`src/rtl/pc_sequencer.sv`:
```
// Program-counter sequencer: reset-release hold, stall, redirect, address limit with wrap.
// Optional out-of-range redirect trap enabled by defining PC_TRAP_EN.
module pc_sequencer #(
  parameter int unsigned      WIDTH       = 32,
  parameter int unsigned      STEP        = 4,
  parameter logic [WIDTH-1:0] MAX_ADDR    = 252,
  parameter logic [WIDTH-1:0] RESET_ADDR  = 0,
  parameter int unsigned      HOLD_CYCLES = 1
`ifdef PC_TRAP_EN
  ,
  parameter logic [WIDTH-1:0] TRAP_VECTOR = 0
`endif
) (
  input  logic             Clock,
  input  logic             Reset,
  input  logic             Stall,
  input  logic             Redirect,
  input  logic [WIDTH-1:0] Target,
  output logic [WIDTH-1:0] PC,
  output logic [WIDTH-1:0] PCPlus,
  output logic             Valid,
  output logic             Wrapped
`ifdef PC_TRAP_EN
  ,
  output logic             Trap
`endif
);

  localparam logic [WIDTH:0] STEP_EXT  = (WIDTH+1)'(STEP);
  localparam logic [3:0]     HOLD_INIT = 4'(HOLD_CYCLES);

  typedef enum logic {ST_HOLD, ST_RUN} state_t;

  state_t           state_reg, state_next;
  logic [3:0]       hold_cnt_reg, hold_cnt_next;
  logic [WIDTH-1:0] pc_reg, pc_next;
  logic             valid_reg;
  logic             wrapped_reg, wrapped_next;
  logic [WIDTH:0]   seq_sum;
  logic [WIDTH:0]   nxt;
  logic             out_of_range;
`ifdef PC_TRAP_EN
  logic             trap_reg, trap_next;
`endif

  // State register
  always_ff @(posedge Clock or posedge Reset) begin
    if (Reset) begin
      state_reg    <= ST_HOLD;
      hold_cnt_reg <= HOLD_INIT;
    end else begin
      state_reg    <= state_next;
      hold_cnt_reg <= hold_cnt_next;
    end
  end

  // Next-state logic: HOLD counts down to zero, then RUN until reset
  always_comb begin
    state_next    = state_reg;
    hold_cnt_next = hold_cnt_reg;
    case (state_reg)
      ST_HOLD: begin
        if (hold_cnt_reg == 4'd0) begin
          state_next = ST_RUN;
        end else begin
          hold_cnt_next = hold_cnt_reg - 4'd1;
        end
      end
      ST_RUN:  state_next = ST_RUN;
      default: state_next = ST_HOLD;
    endcase
  end

  // Candidate address on WIDTH+1 bits so the carry-out counts as out of range
  always_comb begin
    seq_sum      = {1'b0, pc_reg} + STEP_EXT;
    nxt          = Redirect ? {1'b0, Target} : seq_sum;
    out_of_range = nxt[WIDTH] || (nxt[WIDTH-1:0] > MAX_ADDR);
  end

  // Output logic: next PC and the one-cycle status pulses
  always_comb begin
    pc_next      = pc_reg;
    wrapped_next = 1'b0;
`ifdef PC_TRAP_EN
    trap_next    = 1'b0;
`endif
    case (state_reg)
      ST_HOLD: pc_next = RESET_ADDR;
      ST_RUN: begin
        // Redirect beats Stall; a stalled cycle skips the limit check entirely
        if (Redirect || !Stall) begin
          if (!out_of_range) begin
            pc_next = nxt[WIDTH-1:0];
          end else begin
`ifdef PC_TRAP_EN
            if (Redirect) begin
              pc_next   = TRAP_VECTOR;
              trap_next = 1'b1;
            end else begin
              pc_next      = RESET_ADDR;
              wrapped_next = 1'b1;
            end
`else
            pc_next      = RESET_ADDR;
            wrapped_next = 1'b1;
`endif
          end
        end
      end
      default: pc_next = RESET_ADDR;
    endcase
  end

  always_ff @(posedge Clock or posedge Reset) begin
    if (Reset) begin
      pc_reg      <= RESET_ADDR;
      valid_reg   <= 1'b0;
      wrapped_reg <= 1'b0;
`ifdef PC_TRAP_EN
      trap_reg    <= 1'b0;
`endif
    end else begin
      pc_reg      <= pc_next;
      valid_reg   <= (state_next == ST_RUN);
      wrapped_reg <= wrapped_next;
`ifdef PC_TRAP_EN
      trap_reg    <= trap_next;
`endif
    end
  end

  assign PC      = pc_reg;
  assign PCPlus  = seq_sum[WIDTH-1:0];
  assign Valid   = valid_reg;
  assign Wrapped = wrapped_reg;
`ifdef PC_TRAP_EN
  assign Trap    = trap_reg;
`endif

endmodule

```
`config.mk`:
```
export PLATFORM = sky130hd
export DESIGN_NAME = pc_sequencer
export DESIGN_NICKNAME = d
export VERILOG_FILES = /design/src/rtl/pc_sequencer.sv
export SDC_FILE = /design/constraint.sdc
export NUM_CORES = 1
export LEC_CHECK = 0
export BUFFER_PORTS_ARGS = -buffer_cell sky130_fd_sc_hd__buf_2
export CAP_MARGIN = 20
export CORE_MARGIN = 8
export CORE_UTILIZATION = 46
export CTS_CLUSTER_DIAMETER = 200
export DETAILED_ROUTE_END_ITERATION = 12
export HOLD_SLACK_MARGIN = 0.1
export MAX_ROUTING_LAYER = met4
export PLACE_DENSITY = 0.76
export RECOVER_POWER = 25
export SKIP_LAST_GASP = 1
export SLEW_MARGIN = 20
export SYNTH_ARGS = -nofsm -noshare
export SYNTH_HDL_FRONTEND = slang
export SYNTH_SLANG_ARGS = --single-unit
```
`constraint.sdc`:
```
create_clock -name Clock -period 8.7 [get_ports Clock]
set_clock_uncertainty 0.1 [all_clocks]
set_input_delay 1.305 -clock Clock [delete_from_list [all_inputs] [get_ports Clock]]
set_output_delay 1.305 -clock Clock [all_outputs]
set_load 0.005 [all_outputs]
```
# Yosys cells after proc, flatten, opt, wreduce, memory -nomap -nowiden
# Cells that the tools add are included.
[op_classes]
n_addsub = 2
n_mul = 0
n_div = 0
n_lt_le_gt_ge = 1
eq_ne = 1
shifts = 0
mux = 9
bitwise = 2
n_reduce_logical = 5
[op_table]
columns = ["op", "count"]
rows = [
  ["$mux W32", 2],
  ["$pmux W32 S2", 1],
  ["$add A32 B3 Y33 const B", 1],
  ["$mux W33", 1],
  ["$gt A32 B8 Y1 const B", 1],
  ["$logic_not A4 Y1", 1],
  ["$mux W1", 4],
  ["$sub A4 B1 Y4 const B", 1],
  ["$logic_or A1 B1 Y1", 2],
  ["$ne A2 B1 Y1 const B", 1],
  ["$not A1 Y1", 2],
  ["$pmux W1 S2", 1],
  ["$reduce_and A2 Y1", 1],
  ["$logic_not A1 Y1", 1],
]
[totals]
register_bits = 38
latch_bits = 0
ramBits = 0
rom_bits = 0
elab_cells = 24
mem_count = 0

# Depth between registers and ports, before layout
# Gate-level depths: netlist of run 1.
[depth]
word_depth = 7
depth_mapped = 10
mapped_depth_nobuf = 9

# Worst setup path before layout of run 1
# Ideal clock, no wire load.
[synth_timing]
path_type = "input to register"
startpoint = "input Target[22]"
endpoint = "register pc_reg[7], in the netlist PC[7]"
setup_ps = 82
arrival_ps = 3241
t_required_ps = 8518
setup_slack_ps = 5277
path_stages = 8
path_buffers = 0
path_cell_list = "or4_1 -> nor4_1 -> o221ai_1 -> a311oi_1 -> o221ai_1 -> nor4_4 -> nand2_2 -> o22ai_1"
[synth_between]
elab_chain_cells = 6
[synth_lines]
columns = ["item", "line_no", "source"]
rows = [
  ["start: declaration", "18", "input logic [WIDTH-1:0] Target,"],
  ["$mux W33", "77", "nxt = Redirect ? {1'b0, Target} : seq_sum;"],
  ["$gt A32 B8 Y1", "78", "out_of_range = nxt[WIDTH] || (nxt[WIDTH-1:0] > MAX_ADDR);"],
  ["$logic_or A1 B1 Y1", "78", ""],
  ["$mux W32", "93", "if (!out_of_range) begin"],
  ["$mux W32", "92", "if (Redirect || !Stall) begin"],
  ["$pmux W32 S2", "88", "case (state_reg)"],
  ["end signal: assignment", "124", "pc_reg <= pc_next;"],
  ["end: declaration", "36", "logic [WIDTH-1:0] pc_reg, pc_next;"],
]
# Every way passes these cells. The select of a mux whose other input is x is not followed.
# A chain may end at the register's enable or synchronous reset.

# Worst setup path in the final report of run 1
[layout_timing]
startpoint = "register pc_reg[4], in the netlist PC[4]"
endpoint = "output PCPlus[25]"
[layout_between]
elab_chain_cells = 1
[layout_lines]
columns = ["item", "line_no", "source"]
rows = [
  ["$add A32 B3 Y33", "76", "seq_sum = {1'b0, pc_reg} + STEP_EXT;"],
  ["end: declaration", "20", "output logic [WIDTH-1:0] PCPlus,"],
]
# Every way passes these cells.

==> flow_summary.json, run 1 <==
{
  "synth_flop_cell": "dfrtp_1",
  "crit_buf_inv": 1,
  "path_class": "flip-flop to output port",
  "wl_per_cell_um": 17.5,
  "maxSlewHeadroom": -0.362,
  "cts_sinks": 38,
  "multi_input_area_mm2": 0.00158,
  "port_buffers": 101,
  "io_pins": 102,
  "htreeDepth": 2,
  "holdPathStages": 1,
  "dr.first_iter.drc_count": 293,
  "p_leak_nw": 1.71,
  "cts_root_buf": "clkbuf_8",
  "worstSetupStartpointType": "flip-flop",
  "register_area_um2": 952,
  "gp_congestion": 0.969,
  "coreArea_mm2": 0.00578,
  "worstSkewPairLatency_ns": 0.30,
  "drt_pre_antenna_iters": 5,
  "crit_path_end_kind": "output port",
  "required_ns": 7.30,
  "largest_reg_flops": 32,
  "antenna_found_initial": 0,
  "route.vias.total": 2776,
  "fin_tns_setup_ns": 0,
  "power.total_mw": 0.389,
  "synth_area_leaders": "dfrtp_1, and2_1, nand2_1",
  "fp.dieH_um": 92.6,
  "synth_top_area_share": 0.343,
  "tightestPinTransition_ns": 2.04,
  "reg2reg_depth": 9,
  "drt-total-wl_um": 8360,
  "min_to": "hold_cnt_reg[3]",
  "yosysTopAreaCell": "dfrtp_1",
  "synth_nets": 350,
  "grt_overflow": 0,
  "layout_min_cycle_time_ns": 4.12,
  "post_cts_resized": 0,
  "layout-drive-gt1-share": 0.311,
  "max_stage_delay_ns": 0.81,
  "first_global_vias": 2730,
  "pwr-share-comb": 0.070,
  "setup_viol": 0,
  "clk_pin_slew_ns": 0.08,
  "tritoncts": "built",
  "grt_pass1_wl_um": 13500,
  "syn_inst": 312,
  "path_cells": "nand3_1 > nor4_1 > and3_1 > nand2_1 > xnor2_1 > buf_2",
  "crit_arrival_ns": 2.72,
  "via_per_inst": 5.82,
  "final_max_slew_viol_count": 39,
  "final_cell_mix": "buf_2, dfrtp_1, nand2_1",
  "powerDensity_mw_per_mm2": 117,
  "avgSynthCellArea_um2": 8.64,
  "vdd_drop_max_mv": 0.0731,
  "ys_types": 59,
  "cap_violations": 1,
  "swShare": 0.222,
  "period_share": 0.474,
  "insertedDiodeCount": 0,
  "crit_family": "simple AND/OR/NAND/NOR gates",
  "num_rows": 28,
  "grt_max_degree": 39,
  "synthesis.area_mm2": 0.00270,
  "post_cts_buffers": 0,
  "rr_endpoint": "PC[7]",
  "filler_cell_count": 538,
  "rsz0062_at_grt": "no",
  "intPower_mw": 0.303,
  "initial_utilization": 0.466,
  "timing.final.hold_violations": 0,
  "synth_edf_count": 0,
  "violations": "capacitance limit, slew limit",
  "die_x_um": 92.6,
  "dp_slack_ns": 4.72,
  "async_reset_ff_frac": 1.00,
  "power.share.sequential": 0.456,
  "outcome": "finished, violations left",
  "path_max_fanout": 13,
  "synth-seq-area-share": 0.353,
  "setup_slack_ns": 4.58,
  "cts_made_buffers": 5,
  "layout_commonest_cell": "buf_2",
  "cts_buffer_depth": 2,
  "regToRegStartpoint": "PC[2]",
  "hpwl_um": 6480,
  "min-delay-start": "hold_cnt_reg[3]",
  "p_switching_mw": 0.0866,
  "track_usage": 0.197,
  "critPathSlowestCell": "nor4_1",
  "cts_hold_buf": 0,
  "clock_power_share": 0.474,
  "ant_nets": 0,
  "nets": 439,
  "fmax_mhz": 243,
  "hp-class": "flip-flop to flip-flop",
  "die-area_mm2": 0.00857,
  "ys_ff_latch": 38,
  "reg2reg_slack_ns": 5.33,
  "synthToLayoutAreaGrowth_pct": 24.0,
  "ys_warn_count": 0,
  "route.detailed.drc": 0
}
[cell type report]
type / instances / share of cell area
Clock buffer: 5 / 0.0206
Sequential cell: 38 / 0.285
Tap cell: 75 / 0.0281
Timing Repair Buffer: 103 / 0.155
Clock inverter: 3 / 0.0206
Multi-Input combinational cell: 236 / 0.472
Inverter: 17 / 0.0191
[worst register-to-register path, cell delays in order (launching register included)]
cell and delay (ns):
dfrtp_1 0.51, ha_1 0.30, and3_1 0.24, nand4_4 0.20, nor4_1 0.64, mux2i_1 0.26
o221ai_1 0.19, nor4_4 0.47, nand2_2 0.19, o22ai_1 0.20
[worst max path at each step]
stage / startpoint / end / cells past startpoint
3_3_place_gp: Redirect / PC[7] / 9
4_1_cts: PC[4] / PCPlus[25] / 6
5_1_grt: PC[4] / PCPlus[25] / 6
2_1_floorplan: Target[22] / PC[7] / 8
3_5_place_dp: Redirect / PC[7] / 9
6_report: PC[4] / PCPlus[25] / 6
[Yosys cell counts (3+ instances only)]
cell type and number:
buf_4 5, and3_1 6, xnor2_1 13, nand2_1 32, a31oi_1 3, o21ai_1 4, or2_2 4, o21ai_0 8
buf_2 6, nor4_1 17, o21a_1 3, o31ai_1 3, xor2_1 13, and2_1 24, nor2_1 10, and4_1 4
a311oi_1 3, a21oi_1 8, dfrtp_1 37, or3_1 6, nand4_1 12, nor3_1 9, inv_1 16, clkbuf_1 8
nand3_1 12
[per-stage QoR]
step / util / std cells / hold slack [ns] / area (um^2)
5_1_grt: 0.578 / 477 / 0.436 / 3340
4_1_cts: 0.579 / 477 / 0.404 / 3350
3_3_place_gp: 0.555 / 469 / 0.387 / 3210
6_report: 0.578 / 477 / 0.410 / 3340
2_1_floorplan: - / 312 / 0.365 / 2700
3_5_place_dp: 0.555 / 469 / 0.392 / 3210
[layer usage]
layer	routed length (um)	vias up	part of all wire	global-route usage
met5	0	-	0	-
met3	620	9	0.074	0.0461
met4	93	0	0.011	0.0564
met2	3950	137	0.47	0.311
li1	-	1317	-	-
met1	3710	1313	0.44	0.247
[power by group through the flow]
stage	Combinational [mW]	Sequential (mW)	Clock, mW
finish	0.0274	0.177	0.185
global route	0.0306	0.178	0.194
CTS	0.0279	0.177	0.187
detailed placement	0.0277	0.181	0
global placement	0.0275	0.181	0
floorplan	0.0145	0.181	0
[logic make-up after synthesis]
| group | synth area share |
|---|---|
| adders and majority gates | 0.00928 |
| xor gates and xnor gates | 0.0845 |
| buffers and inverters | 0.0631 |
| AOI/OAI and AO/OA | 0.144 |
| DFF | 0.353 |
| and+or+nand+nor | 0.330 |
| muxes | 0.0158 |
Power figures use the tool's default switching activity.
==> run 2: changes to the inputs <==
ABC_AREA = 1   (was not set)
PLACE_DENSITY = 0.74   (was 0.76)
clock period = 4.03 ns   (was 8.7 ns; I/O delays follow)
==> flow_summary.json, run 2 <==
{
  "tritoncts": "built",
  "setup_slack_ns": 1.21,
  "vdd_drop_max_mv": 0.126,
  "worstSkewPairLatency_ns": 0.29,
  "max_stage_delay_ns": 0.45,
  "largest_reg_flops": 32,
  "grtUsageMet1": 0.285,
  "power.share.sequential": 0.509,
  "p_leak_nw": 2.01,
  "final_max_slew_viol_count": 0,
  "via_per_inst": 5.19,
  "ys_types": 34,
  "synthToLayoutAreaGrowth_pct": 19.9,
  "period_share": 0.699,
  "register_area_um2": 952,
  "layout_min_cycle_time_ns": 2.82,
  "regToRegStartpoint": "PC[2]",
  "post_cts_buffers": 0,
  "cts_made_buffers": 5,
  "hp-class": "input port to async pin",
  "cts_hold_buf": 0,
  "final_cell_mix": "nand2_1, buf_2, nor2_1",
  "post_cts_resized": 0,
  "die-area_mm2": 0.00954,
  "cts_buffer_depth": 2,
  "top_usage_layer": "met2",
  "layout-drive-gt1-share": 0.262,
  "grt_pass1_wl_um": 16900,
  "path_class": "flip-flop to output port",
  "rr_endpoint": "PC[5]",
  "route.vias.total": 3449,
  "tightestPinTransition_ns": 1.05,
  "required_ns": 3.33,
  "ys_warn_count": 0,
  "cts_sinks": 38,
  "io_pins": 102,
  "ant_nets": 0,
  "multi_input_area_mm2": 0.00184,
  "swShare": 0.267,
  "reg2reg_depth": 13,
  "maxSlewHeadroom": 0.297,
  "crit_start": "PC[2]",
  "crit_path_end_kind": "output port",
  "fp.dieH_um": 97.7,
  "first_global_vias": 3396,
  "drt_pre_antenna_iters": 4,
  "p_switching_mw": 0.200,
  "rsz0062_at_grt": "no",
  "crit_end": "PCPlus[20]",
  "synth-seq-area-share": 0.310,
  "crit_arrival_ns": 2.11,
  "yosysTopAreaCell": "dfrtp_1",
  "wl_per_cell_um": 15.5,
  "layout_commonest_cell": "nand2_1",
  "num_rows": 29,
  "avgSynthCellArea_um2": 6.26,
  "htreeDepth": 2,
  "synthTopCellsByCount": "nand2_1, nor2_1, inv_1, nand3_1, dfrtp_1",
  "worstSetupStartpointType": "flip-flop",
  "drt-total-wl_um": 10300,
  "ys_ff_latch": 38,
  "power.total_mw": 0.751,
  "syn_inst": 490,
  "path_cells": "ha_1 > nand2_2 > nor2_4 > nand2_4 > nor2_8 > nand2_2 > xor2_1 > inv_1 > buf_2",
  "gp_congestion": 0.945,
  "cap_violations": 0,
  "port_buffers": 101,
  "hpwl_um": 8250,
  "clock_power_share": 0.355,
  "powerDensity_mw_per_mm2": 204,
  "die_x_um": 97.7,
  "synth_nets": 528,
  "yosys.cell_count.top_type": "nand2_1",
  "fmax_mhz": 355,
  "synthesis.area_mm2": 0.00307,
  "synth_area_leaders": "dfrtp_1, nand2_1, nor2_1",
  "synth_top_area_share": 0.302,
  "initial_utilization": 0.481,
  "grt_max_degree": 43,
  "clk_pin_slew_ns": 0.08,
  "reg2reg_slack_ns": 1.49,
  "pwr-share-comb": 0.136,
  "intPower_mw": 0.550,
  "outcome": "finished, final reports clean",
  "use_met3": 0.0413,
  "antenna_found_initial": 0,
  "place_inst": 659,
  "dr.first_iter.drc_count": 189,
  "synth_edf_count": 0,
  "fin_tns_setup_ns": 0,
  "async_reset_ff_frac": 1.00,
  "track_usage": 0.218,
  "timing.final.hold_violations": 0,
  "critPathSlowestCell": "dfrtp_1",
  "grt.met2_usage": 0.338,
  "grt_overflow": 0,
  "setup_viol": 0,
  "cts_root_buf": "clkbuf_8",
  "crit_top_cell": "nand2_2",
  "synth_flop_cell": "dfrtp_1",
  "nets": 627,
  "stdcell_count": 665,
  "route.detailed.drc": 0,
  "coreArea_mm2": 0.00639,
  "dp_slack_ns": 1.31,
  "filler_cell_count": 670,
  "path_max_fanout": 8,
  "insertedDiodeCount": 0
}
## run 2: cell count changes after synthesis, sizes merged, moves of 7 or more
cell and change:
or2 +11, inv +37, and2 -18, xnor2 -13, nor3 -7, nand2 +157, nand3 +32, xor2 -9
nor4 -18, nor2 +75
## run 2: worst max-delay path, delay by kind of cell, from the launching register on
family        cells  cell delay, ns
xor+xnor          1            0.23
buf+inv           2            0.19
flops             1            0.45
simple gates      5            0.69
fa+ha+maj         1            0.25
## run 2: metal layers
metal | vias up | share of wire
li1 | 1720 | -
met1 | 1599 | 0.47
met2 | 117 | 0.46
met3 | 13 | 0.053
met4 | 0 | 0.014
met5 | - | 0
## run 2: per-stage QoR
| step | instance area [um^2] | hold slack, ns | utilization |
|---|---|---|---|
| floorplan | 3070 | 0.342 | - |
| global placement | 3600 | 0.363 | 0.564 |
| detailed placement | 3600 | 0.361 | 0.564 |
| CTS | 3690 | 0.376 | 0.577 |
| global route | 3680 | 0.387 | 0.576 |
| finish | 3680 | 0.370 | 0.576 |
## run 2: cell families after synthesis
| kind of cell | synth area share |
|---|---|
| compound gates | 0.0363 |
| xor+xnor | 0.0114 |
| fa+ha+maj | 0.00815 |
| buf+inv | 0.0913 |
| flops | 0.310 |
| simple gates | 0.543 |
## run 2: worst min path at each step
stage	cells past startpoint	endpoint
2_1_floorplan	1	hold_cnt_reg[3]
3_3_place_gp	1	hold_cnt_reg[3]
3_5_place_dp	1	hold_cnt_reg[3]
4_1_cts	1	hold_cnt_reg[3]
5_1_grt	1	hold_cnt_reg[3]
6_report	2	PC[12]
## run 2: power by group through the flow
| stage | logic (mW) | registers (mW) | clock network [mW] |
|---|---|---|---|
| finish | 0.102 | 0.382 | 0.267 |
| global route | 0.115 | 0.382 | 0.283 |
| CTS | 0.102 | 0.382 | 0.273 |
| detailed placement | 0.102 | 0.389 | 0 |
| global placement | 0.101 | 0.389 | 0 |
| floorplan | 0.0689 | 0.389 | 0 |
## run 2: area by class of cell
| type | instances | area share |
|---|---|---|
| Timing Repair Buffer | 103 | 0.139 |
| Multi-Input combinational cell | 388 | 0.499 |
| Clock buffer | 6 | 0.0224 |
| Tap cell | 77 | 0.0262 |
| Sequential cell | 38 | 0.259 |
| Inverter | 53 | 0.0541 |
